`src/rtl/vga_timing_pkg.sv`:
```
// Shared 640x480@60 timing constants and coordinate widths for the VGA scan generator.
// Also used by screen-object modules that consume the x/y coordinate bus.
package vga_timing_pkg;

  localparam int H_VIS  = 640;
  localparam int H_FP   = 16;
  localparam int H_SYNC = 96;
  localparam int H_BP   = 48;
  localparam int V_VIS  = 480;
  localparam int V_FP   = 10;
  localparam int V_SYNC = 2;
  localparam int V_BP   = 33;

  localparam int H_TOTAL = H_VIS + H_FP + H_SYNC + H_BP;
  localparam int V_TOTAL = V_VIS + V_FP + V_SYNC + V_BP;

  localparam int H_SYNC_START = H_VIS + H_FP;
  localparam int H_SYNC_END   = H_SYNC_START + H_SYNC - 1;
  localparam int V_SYNC_START = V_VIS + V_FP;
  localparam int V_SYNC_END   = V_SYNC_START + V_SYNC - 1;

  localparam int CNT_W = 10;
  localparam int DIV_W = 4;
  localparam int X_W   = 8;
  localparam int Y_W   = 7;

  function automatic logic in_span(input logic [CNT_W-1:0] v, input int lo, input int hi);
    return (int'(v) >= lo) && (int'(v) <= hi);
  endfunction

endpackage

```
`src/rtl/pix_tick_div.sv`:
```
// Clock divider producing a registered one-clk strobe every CLK_DIV clocks.
// Generic enough to serve audio/tempo enables as well as the pixel clock enable.
module pix_tick_div #(
  parameter int CLK_DIV = 4,
  parameter int DIV_W   = 4
) (
  input  logic clk,
  input  logic reset,
  output logic pix_tick
);

  localparam logic [DIV_W-1:0] DIV_LAST = DIV_W'(CLK_DIV - 1);

  logic [DIV_W-1:0] div;
  logic [DIV_W-1:0] div_nxt;

  always_comb begin
    div_nxt = (div == DIV_LAST) ? '0 : div + 1'b1;
  end

  // Strobe is registered from the next count so it is high exactly while div == CLK_DIV-1.
  always_ff @(posedge clk or negedge reset) begin
    if (!reset) begin
      div      <= '0;
      pix_tick <= 1'b0;
    end else begin
      div      <= div_nxt;
      pix_tick <= (div_nxt == DIV_LAST);
    end
  end

endmodule

```
`src/rtl/vga_scan_gen.sv`:
```
// Raster scan generator: pixel enable, 640x480 timing counters, downscaled x/y, syncs.
// Optional macro VGA_FRAME_TICK_EN adds a one-clk frame_start pulse at (0,0).
module vga_scan_gen
  import vga_timing_pkg::*;
#(
  parameter int CLK_DIV     = 4,
  parameter int H_VIS       = vga_timing_pkg::H_VIS,
  parameter int H_FP        = vga_timing_pkg::H_FP,
  parameter int H_SYNC      = vga_timing_pkg::H_SYNC,
  parameter int H_BP        = vga_timing_pkg::H_BP,
  parameter int V_VIS       = vga_timing_pkg::V_VIS,
  parameter int V_FP        = vga_timing_pkg::V_FP,
  parameter int V_SYNC      = vga_timing_pkg::V_SYNC,
  parameter int V_BP        = vga_timing_pkg::V_BP,
  parameter int SCALE_SHIFT = 2,
  parameter bit SYNC_POL    = 1'b0
) (
  input  logic           clk,
  input  logic           reset,
  output logic           pix_tick,
  output logic [X_W-1:0] x,
  output logic [Y_W-1:0] y,
  output logic           video_on,
  output logic           hsync,
  output logic           vsync
`ifdef VGA_FRAME_TICK_EN
  ,
  output logic           frame_start
`endif
);

  localparam int H_TOT = H_VIS + H_FP + H_SYNC + H_BP;
  localparam int V_TOT = V_VIS + V_FP + V_SYNC + V_BP;
  localparam int HS_LO = H_VIS + H_FP;
  localparam int HS_HI = HS_LO + H_SYNC - 1;
  localparam int VS_LO = V_VIS + V_FP;
  localparam int VS_HI = VS_LO + V_SYNC - 1;

  localparam logic [CNT_W-1:0] H_LAST  = CNT_W'(H_TOT - 1);
  localparam logic [CNT_W-1:0] V_LAST  = CNT_W'(V_TOT - 1);
  localparam logic [CNT_W-1:0] H_VIS_C = CNT_W'(H_VIS);
  localparam logic [CNT_W-1:0] V_VIS_C = CNT_W'(V_VIS);

  logic [CNT_W-1:0] hcount;
  logic [CNT_W-1:0] vcount;
  logic [CNT_W-1:0] h_nxt;
  logic [CNT_W-1:0] v_nxt;
  logic             vis_nxt;
  logic             hs_act;
  logic             vs_act;

  pix_tick_div #(
    .CLK_DIV (CLK_DIV),
    .DIV_W   (DIV_W)
  ) u_div (
    .clk      (clk),
    .reset    (reset),
    .pix_tick (pix_tick)
  );

  // Counters park at the last position in reset so the first tick lands on (0,0).
  always_comb begin
    h_nxt = hcount;
    v_nxt = vcount;
    if (pix_tick) begin
      if (hcount == H_LAST) begin
        h_nxt = '0;
        v_nxt = (vcount == V_LAST) ? '0 : vcount + 1'b1;
      end else begin
        h_nxt = hcount + 1'b1;
      end
    end
    vis_nxt = (h_nxt < H_VIS_C) && (v_nxt < V_VIS_C);
    hs_act  = in_span(h_nxt, HS_LO, HS_HI);
    vs_act  = in_span(v_nxt, VS_LO, VS_HI);
  end

  // Outputs decode the next counts so they stay aligned with the counters themselves.
  always_ff @(posedge clk or negedge reset) begin
    if (!reset) begin
      hcount   <= H_LAST;
      vcount   <= V_LAST;
      video_on <= 1'b0;
      x        <= '0;
      y        <= '0;
      hsync    <= ~SYNC_POL;
      vsync    <= ~SYNC_POL;
    end else begin
      hcount   <= h_nxt;
      vcount   <= v_nxt;
      video_on <= vis_nxt;
      x        <= vis_nxt ? X_W'(h_nxt >> SCALE_SHIFT) : '0;
      y        <= vis_nxt ? Y_W'(v_nxt >> SCALE_SHIFT) : '0;
      hsync    <= hs_act ? SYNC_POL : ~SYNC_POL;
      vsync    <= vs_act ? SYNC_POL : ~SYNC_POL;
    end
  end

`ifdef VGA_FRAME_TICK_EN
  always_ff @(posedge clk or negedge reset) begin
    if (!reset) begin
      frame_start <= 1'b0;
    end else begin
      frame_start <= pix_tick && (h_nxt == '0) && (v_nxt == '0);
    end
  end
`endif

endmodule

```
`config.mk`:
```
export PLATFORM = sky130hd
export DESIGN_NAME = vga_scan_gen
export DESIGN_NICKNAME = d
export VERILOG_FILES = /design/src/rtl/vga_timing_pkg.sv /design/src/rtl/pix_tick_div.sv /design/src/rtl/vga_scan_gen.sv
export SDC_FILE = /design/constraint.sdc
export NUM_CORES = 1
export LEC_CHECK = 0
export BUFFER_PORTS_ARGS = -buffer_cell sky130_fd_sc_hd__buf_2
export CAP_MARGIN = 20
export CORE_UTILIZATION = 45
export DETAILED_ROUTE_END_ITERATION = 10
export SYNTH_ARGS = -nofsm -noshare
export SYNTH_HDL_FRONTEND = slang
export SYNTH_SLANG_ARGS = --single-unit
```
`constraint.sdc`:
```
create_clock -name clk -period 5 [get_ports clk]
set_input_delay 0.5 -clock clk [delete_from_list [all_inputs] [get_ports clk]]
set_output_delay 0.5 -clock clk [all_outputs]
set_load 0.02 [all_outputs]
```
==> results of run 1 <==
-- logic make-up (layout without fill, tap and decap cells) --
| logic type | count (synthesis) | count (layout) | synth area share [%] |
|---|---|---|---|
| AOI/OAI and AO/OA | 19 | 19 | 6.19 |
| muxes | 2 | 2 | 0.980 |
| adders and majority gates | 5 | 5 | 3.06 |
| buffers and inverters | 19 | 42 | 4.72 |
| DFF | 43 | 43 | 53.4 |
| and+or+nand+nor | 91 | 91 | 26.1 |
| xor gates and xnor gates | 13 | 13 | 5.57 |
-- state kept, by name (all words and copies together), names as in the netlist --
| signal | count |
|---|---|
| vcount | 10 |
| hcount | 10 |
| x | 8 |
| u_div.div | 4 |
| u_div.pix_tick | 1 |
| y | 7 |
| hsync | 1 |
| video_on | 1 |
| vsync | 1 |
-- final cells by class --
cell class,count,share of cell area (%)
Clock buffer,5,3.06
Inverter,14,2.34
Sequential cell,43,48.5
Multi-Input combinational cell,130,38.1
Tap cell,52,2.89
Timing Repair Buffer,20,4.45
Clock inverter,3,0.668
-- report_power, final --
group / internal [mW] / switching [mW] / total (mW) / leakage [nW]
Sequential: 0.348 / 0 / 0.348 / 0.538
Combinational: 0.000283 / 0.00621 / 0.00650 / 0.455
Clock: 0.0955 / 0.111 / 0.206 / 0.0477
Total: 0.444 / 0.117 / 0.561 / 1.04
-- per-layer routing --
layer	vias to the layer above	part of all wire, %	GRT usage, %
met5	-	0	0
met2	32	49	29.3
met4	0	1.8	6.12
li1	716	-	-
met1	721	45	21.7
met3	8	4.0	4.80
-- worst max-delay path, stage by stage (launching register included) --
cell and delay (ns):
dfstp_2 0.54, or4b_4 0.48, nor3_2 0.74, nand3_1 0.18, xor2_1 0.24, nor4_4 0.86
nor3_1 0.15
-- placed cells by master (no fill, tap or decap), types with 2 or more instances in the layout --
cell type | Yosys | routed
dfrtp_1 | 31 | 31
buf_2 | 0 | 20
nand2_1 | 19 | 19
inv_1 | 14 | 14
nor3_1 | 13 | 13
nand3_1 | 13 | 13
dfstp_2 | 12 | 12
nor2_1 | 11 | 11
xnor2_1 | 8 | 8
nand4_1 | 6 | 6
o21ai_0 | 6 | 6
nor3b_1 | 6 | 6
xor2_1 | 5 | 5
ha_1 | 5 | 5
clkbuf_8 | 1 | 5
a21oi_1 | 4 | 4
nor4_1 | 4 | 4
nor2b_1 | 3 | 3
clkinv_2 | 0 | 3
or3_1 | 2 | 2
mux2i_1 | 2 | 2
and3_1 | 2 | 2
-- per-stage QoR --
stage	instances	setup slack, ns	utilization, %	hold WS (ns)	total power, mW
2_1_floorplan	192	2.41	-	0.204	0.355
3_3_place_gp	259	1.79	49.7	0.461	0.361
3_5_place_dp	259	1.64	49.7	0.510	0.362
4_1_cts	267	1.64	51.6	0.370	0.574
5_1_grt	267	1.34	51.6	0.427	0.589
6_report	267	1.66	51.6	0.341	0.561
-- how the worst max path moves through the flow --
stage | end | slack [ns] | startpoint
after floorplan | y[6] | 2.41 | hcount[9]
after global placement | x[4] | 1.79 | hcount[9]
after detailed placement | y[2] | 1.64 | hcount[9]
after CTS | y[2] | 1.64 | hcount[9]
after global routing | x[2] | 1.34 | hcount[0]
final | x[2] | 1.66 | hcount[9]
==> key figures, run 1 <==
Synthesis
  • Synth warnings: 0
  • Synth Register Bits: 43
  • Ys async rst share: 100%
  • Count leader, synth: dfrtp_1
  • EDFF count, synth: 0
  • Top FF cell, synth: dfrtp_1
  • Register area share after synthesis: a little over half
  • Syn avg cell area: 10.6 um2
  • Syn_nets: ~200
  • Synth Instances: between 150 and 200
  • Most frequent cells after synthesis: 31 x dfrtp_1, 19 x nand2_1, 14 x inv_1
  • Yosys top cell area share: between 30% and 40%
  • Yosys cell types: 43
  • Post-synth top area cell: dfrtp_1
  • Mapped Area: around 0.0020 mm2
  • Area contributors post-synth: dfrtp_1 38%, dfstp_2 15%, nand2_1 3.5%, xnor2_1 3.4%, nand3_1 3.2%

Timing
  • Setup TNS: 0 ns
  • Worst-Margin Slew: approximately 0.96 ns
  • Period utilization: between 60% and 70%
  • Final hold vios: 0
  • Slew Viols, Final: 0
  • Fmax achieved: approximately 300 MHz
  • Crit path time final: ~3.3 ns
  • Final setup violation count: 0
  • Max transition margin: approximately a third
  • RSZ-0062 raised after global routing: false
  • Fin Clk Skew: about 0.0066 ns

Finish
  • Register area: about 0.0011 mm2
  • Final instance area: 0.00225 mm2
  • Ant diodes: 0
  • Area of the multi-input gates: between 800 and 900 um2
  • Layout fillers: just over 400
  • Fin nets: roughly 220
  • Area delta synth->final: 10.0%
  • Layout cells sized above 1: between 20 and 25%

Floorplanning
  • Die Area: approximately 0.0048 mm2
  • Num rows: 24
  • Die Span X: 69.4 um
  • Die height: between 60 and 70 um
  • Initial Util: between 40% and 50%
  • I/O pins: 21
  • Core Footprint: ~0.0044 mm2

Clock network
  • Clk sinks: 43
  • TritonCTS Buffers: 5
  • H-tree levels: 2
  • # Post-CTS Setup Buffers: 0
  • Clock transition at path regs: 0.08 ns
  • Clock Latency Late Sink: 0.29 ns
  • CTS hold repair buffers: 0
  • Post-CTS resize count: 0
  • Longest Clk Path Bufs: 2
  • CTS tree: built
  • CTS root buffer: clkbuf_8

Placement
  • Post-detail-place hpwl: around 2700 um
  • RD Place Congestion: 0.787
  • Area of placed instances: ~0.0022 mm2
  • Port bufs: 20

Setup path
  • CP Class: reg -> reg
  • Worst r2r path cells: 6
  • Arr. time, crit path: between 3 and 4 ns
  • CP Max Fanout: 17
  • Critical Path RT: between 5 and 6 ns
  • Reg2reg setup slack: roughly 1.7 ns
  • Reg2Reg Launch Point: hcount[9]
  • CP Launch Type: flip-flop
  • Critical path endpoint category: flip-flop
  • End of the worst register-to-register path: x[2]

Global route
  • First-pass GRT wire length: 6690 um
  • Overall routing resource usage: between 10% and 20%
  • Antenna violations before repair: 0
  • Grt ovf: 0
  • Vias in the first global route: approximately 1.5k
  • Largest net degree at the start of global routing: 44

Detailed routing
  • TritonRoute pass-1 iters: 5
  • Remaining DRCs: 0
  • WL final: 3830 um
  • Vias per cell: ~5.5
  • Routed length per placed instance: between 10 and 15 um
  • Initial DRC Count: 52
  • Vias: ~1.5k
  • Final ANT Viol Nets: 0

Pwr
  • Pleak: roughly 1.0 nW
  • Power Density: roughly 250 mW/mm2
  • Peak supply drop: around 0.18 mV

Job
  • Max-cap violations: 0

Worst hold path
  • Hold Crit Class: in -> async

Run status
  • Status: complete, no violations
Note: power is estimated with default switching activity, not from simulation.
==> run 2: changes to the inputs <==
ABC_AREA = 1   (was default)
PLACE_DENSITY = 0.66   (was default)
clock period = 3.05 ns   (was 5 ns; I/O delays follow)
==> key figures, run 2 <==
Timing
  • Final hold vios: 0 (unchanged)
  • Setup TNS: 0 ns (unchanged)
  • Fmax achieved: 433 MHz (was 299 MHz)
  • Final setup violation count: 0 (unchanged)
  • Period utilization: 75.8% (was 66.8%)
  • Worst-Margin Slew: 0.916 ns (was 0.965 ns)
  • RSZ-0062 raised after global routing: false (unchanged)
  • Fin Clk Skew: 0.00917 ns (was 0.00661 ns)
  • Slew Viols, Final: 0 (unchanged)
  • Final WS setup: 0.739 ns (was 1.66 ns)
  • Crit path time final: 2.31 ns (was 3.34 ns)
  • Max transition margin: 39.0% (was 35.2%)

Finish
  • Most common cell after layout, fill and taps aside: nand2_1 (was dfrtp_1)
  • Most frequent cells in the layout: 51 x nand2_1, 44 x inv_1, 31 x dfrtp_1 (was 31 x dfrtp_1, 20 x buf_2, 19 x nand2_1)
  • Cell Count, Final, Fillers Out: 353 (was 267)
  • Area delta synth->final: 12.1% (was 10.0%)
  • Ant diodes: 0 (unchanged)
  • Layout cells sized above 1: 28.0% (was 22.3%)
  • Final instance area: 0.00257 mm2 (was 0.00225 mm2)
  • Fin nets: 292 (was 221)
  • Largest regs: hcount (10), vcount (10), x (8) (unchanged)
  • Layout fillers: 480 (was 404)

Detailed routing
  • Remaining DRCs: 0 (unchanged)
  • Vias: 1689 (was 1477)
  • Max Used Layer: met4 (unchanged)
  • M1 WL: 2110 um (was 1720 um)
  • TritonRoute pass-1 iters: 4 (was 5)
  • Final ANT Viol Nets: 0 (unchanged)
  • WL final: 4180 um (was 3830 um)
  • Initial DRC Count: 99 (was 52)
  • DR WL met2: 1810 um (was 1880 um)
  • Routed length per placed instance: 11.8 um (was 14.3 um)
  • Vias per cell: 4.78 (was 5.53)
  • Routed met3 length: 182 um (was 154 um)

Synthesis
  • Yosys cell types: 32 (was 43)
  • Register area share after synthesis: 47.7% (was 53.4%)
  • Synth Instances: 261 (was 192)
  • Mapped Area: 0.00229 mm2 (was 0.00204 mm2)
  • Count leader, synth: nand2_1 (was dfrtp_1)
  • Most frequent cells after synthesis: 51 x nand2_1, 44 x inv_1, 31 x dfrtp_1 (was 31 x dfrtp_1, 19 x nand2_1, 14 x inv_1)
  • Post-synth top area cell: dfrtp_1 (unchanged)
  • EDFF count, synth: 0 (unchanged)
  • Yosys top cell area share: 33.9% (was 38.0%)
  • Area contributors post-synth: dfrtp_1 34%, dfstp_2 14%, nand2_1 8.4%, nor2_4 7.4%, inv_1 7.2% (was dfrtp_1 38%, dfstp_2 15%, nand2_1 3.5%, xnor2_1 3.4%, nand3_1 3.2%)
  • Synth Register Bits: 43 (unchanged)
  • Synth warnings: 0 (unchanged)
  • Ys async rst share: 100% (unchanged)
  • Syn avg cell area: 8.77 um2 (was 10.6 um2)
  • Top FF cell, synth: dfrtp_1 (unchanged)
  • Syn_nets: 268 (was 199)

Clock network
  • Clk sinks: 43 (unchanged)
  • CTS root buffer: clkbuf_8 (unchanged)
  • TritonCTS Buffers: 5 (unchanged)
  • CTS tree: built (unchanged)
  • Longest Clk Path Bufs: 2 (unchanged)
  • # Post-CTS Setup Buffers: 0 (unchanged)
  • Clock transition at path regs: 0.08 ns (about the same)
  • CTS hold repair buffers: 0 (unchanged)
  • Clock Latency Late Sink: 0.30 ns (was 0.29 ns)
  • H-tree levels: 2 (unchanged)
  • Post-CTS resize count: 0 (unchanged)

Run status
  • Status: complete, no violations (unchanged)

Pwr
  • Pleak: 1.30 nW (was 1.04 nW)
  • Peak supply drop: 0.160 mV (was 0.176 mV)
  • Clk pwr share: 47.0% (was 36.8%)
  • Power Density: 428 mW/mm2 (was 249 mW/mm2)
  • P_sw: 0.199 mW (was 0.117 mW)
  • Net Sw Frac: 18.1% (was 20.9%)
  • Seq pwr share: 52.0% (was 62.1%)
  • Internal power: 0.898 mW (was 0.444 mW)
  • Gate power share: 1.0% (was 1.2%)
  • Final Total Pwr: 1.10 mW (was 0.561 mW)

Placement
  • Dpl ws: 0.758 ns (was 1.64 ns)
  • Area of placed instances: 0.00243 mm2 (was 0.00216 mm2)
  • Post-detail-place hpwl: 3060 um (was 2690 um)
  • RD Place Congestion: 0.861 (was 0.787)
  • Placed cell count: 345 (was 259)
  • Port bufs: 20 (unchanged)

Worst hold path
  • Hold Crit Class: in -> async (unchanged)

Setup path
  • Worst path slowest cell: dfstp_2 (was nor4_4)
  • CP Launch Type: flip-flop (unchanged)
  • Reg2reg setup slack: 0.74 ns (was 1.66 ns)
  • Largest stage delay, worst path: 0.56 ns (was 0.86 ns)
  • Most used cell, CP: nand2_2
  • CP Max Fanout: 15 (was 17)
  • Reg2Reg Launch Point: hcount[0] (was hcount[9])
  • Arr. time, crit path: 2.48 ns (was 3.47 ns)
  • Critical Path RT: 3.22 ns (was 5.13 ns)
  • Critical-path cell list: ha_1 -> nand2_1 -> nor2_8 -> nand3_4 -> nor2_4 -> xor2_2 -> nand2_2 -> inv_2 -> nand2_2 -> nand2_4 -> nor2_1 (was or4b_4 -> nor3_2 -> nand3_1 -> xor2_1 -> nor4_4 -> nor3_1)
  • Worst r2r path cells: 11 (was 6)
  • CP bufs+invs: 1 (was 0)
  • Delay-heaviest family, CP: simple AND/OR/NAND/NOR gates (unchanged)
  • Critical path endpoint category: flip-flop (unchanged)
  • End of the worst register-to-register path: x[2] (unchanged)
  • CP Class: reg -> reg (unchanged)

Job
  • Max-cap violations: 0 (unchanged)

Global route
  • Antenna violations before repair: 0 (unchanged)
  • Largest net degree at the start of global routing: 44 (unchanged)
  • Grt ovf: 0 (unchanged)
  • Vias in the first global route: 1540 (was 1451)
  • First-pass GRT wire length: 7160 um (was 6690 um)
  • Overall routing resource usage: 17.8% (was 17.5%)

Floorplanning
  • Core Footprint: 0.00482 mm2 (was 0.00435 mm2)
  • Die Area: 0.00537 mm2 (was 0.00481 mm2)
  • Initial Util: 47.5% (was 46.9%)
  • Num rows: 25 (was 24)
  • Die Span X: 73.3 um (was 69.4 um)
  • I/O pins: 21 (unchanged)
  • Die height: 73.3 um (was 69.4 um)
[run 2: cell types whose count changed after synthesis, sizes merged, moves of 8 or more]
cell,previous run,this run
nor3,15,6
nand3,13,24
nand2,19,59
inv,14,50
nor2,11,47
xnor2,8,0
[run 2: cell type report]
cell class,count,area (um2),area share (%)
sequential,43,1090,42.5
timing repair buffer,20,100,3.90
clock buffer,6,72.6,2.83
clock inverter,2,60.1,2.34
tap,67,83.8,3.27
multi-input combinational,165,971,37.8
inverter,50,188,7.31
[run 2: cells by family after synthesis]
group | Yosys count | share of synthesized area, %
flip-flops | 43 | 47.7
AND/OR/NAND/NOR | 140 | 33.6
buffers and inverters | 53 | 9.90
AO/OA/AOI/OAI | 16 | 4.26
XOR/XNOR | 4 | 1.86
adder cells (fa/ha/maj) | 5 | 2.73
[run 2: power groups by stage]
stage | combinational (mW) | clock, mW | sequential [mW]
global route | 0.0133 | 0.548 | 0.570
detailed placement | 0.0121 | 0 | 0.581
finish | 0.0106 | 0.516 | 0.571
CTS | 0.0119 | 0.532 | 0.570
global placement | 0.0119 | 0 | 0.581
floorplan | 0.000000619 | 0 | 0.581
[run 2: how the worst max path moves through the flow]
stage / start / end / depth (start not counted)
final: hcount[0] / x[2] / 11
after global routing: hcount[0] / x[7] / 12
after CTS: hcount[0] / x[2] / 11
after detailed placement: hcount[0] / x[7] / 12
after global placement: hcount[0] / x[0] / 12
after floorplan: hcount[0] / y[2] / 12
[run 2: worst register-to-register path: cells and delay by family, from the launching register on]
kind / cells / cell delay, ns
XOR/XNOR: 1 / 0.23
adder cells (fa/ha/maj): 1 / 0.17
flip-flops: 1 / 0.56
AND/OR/NAND/NOR: 8 / 1.17
buffers and inverters: 1 / 0.05
[run 2: metal layers]
metal  global-route usage, %  up-vias
met3                    3.84        7
met5                       0        -
li1                        -      847
met2                    26.4       51
met4                    9.19        0
met1                    24.5      784
[run 2: stage by stage]
step	util (%)	hold slack, ns
finish	53.3	0.125
global route	53.3	0.220
CTS	53.3	0.175
detailed placement	50.5	0.477
global placement	50.5	0.480
floorplan	-	0.00941
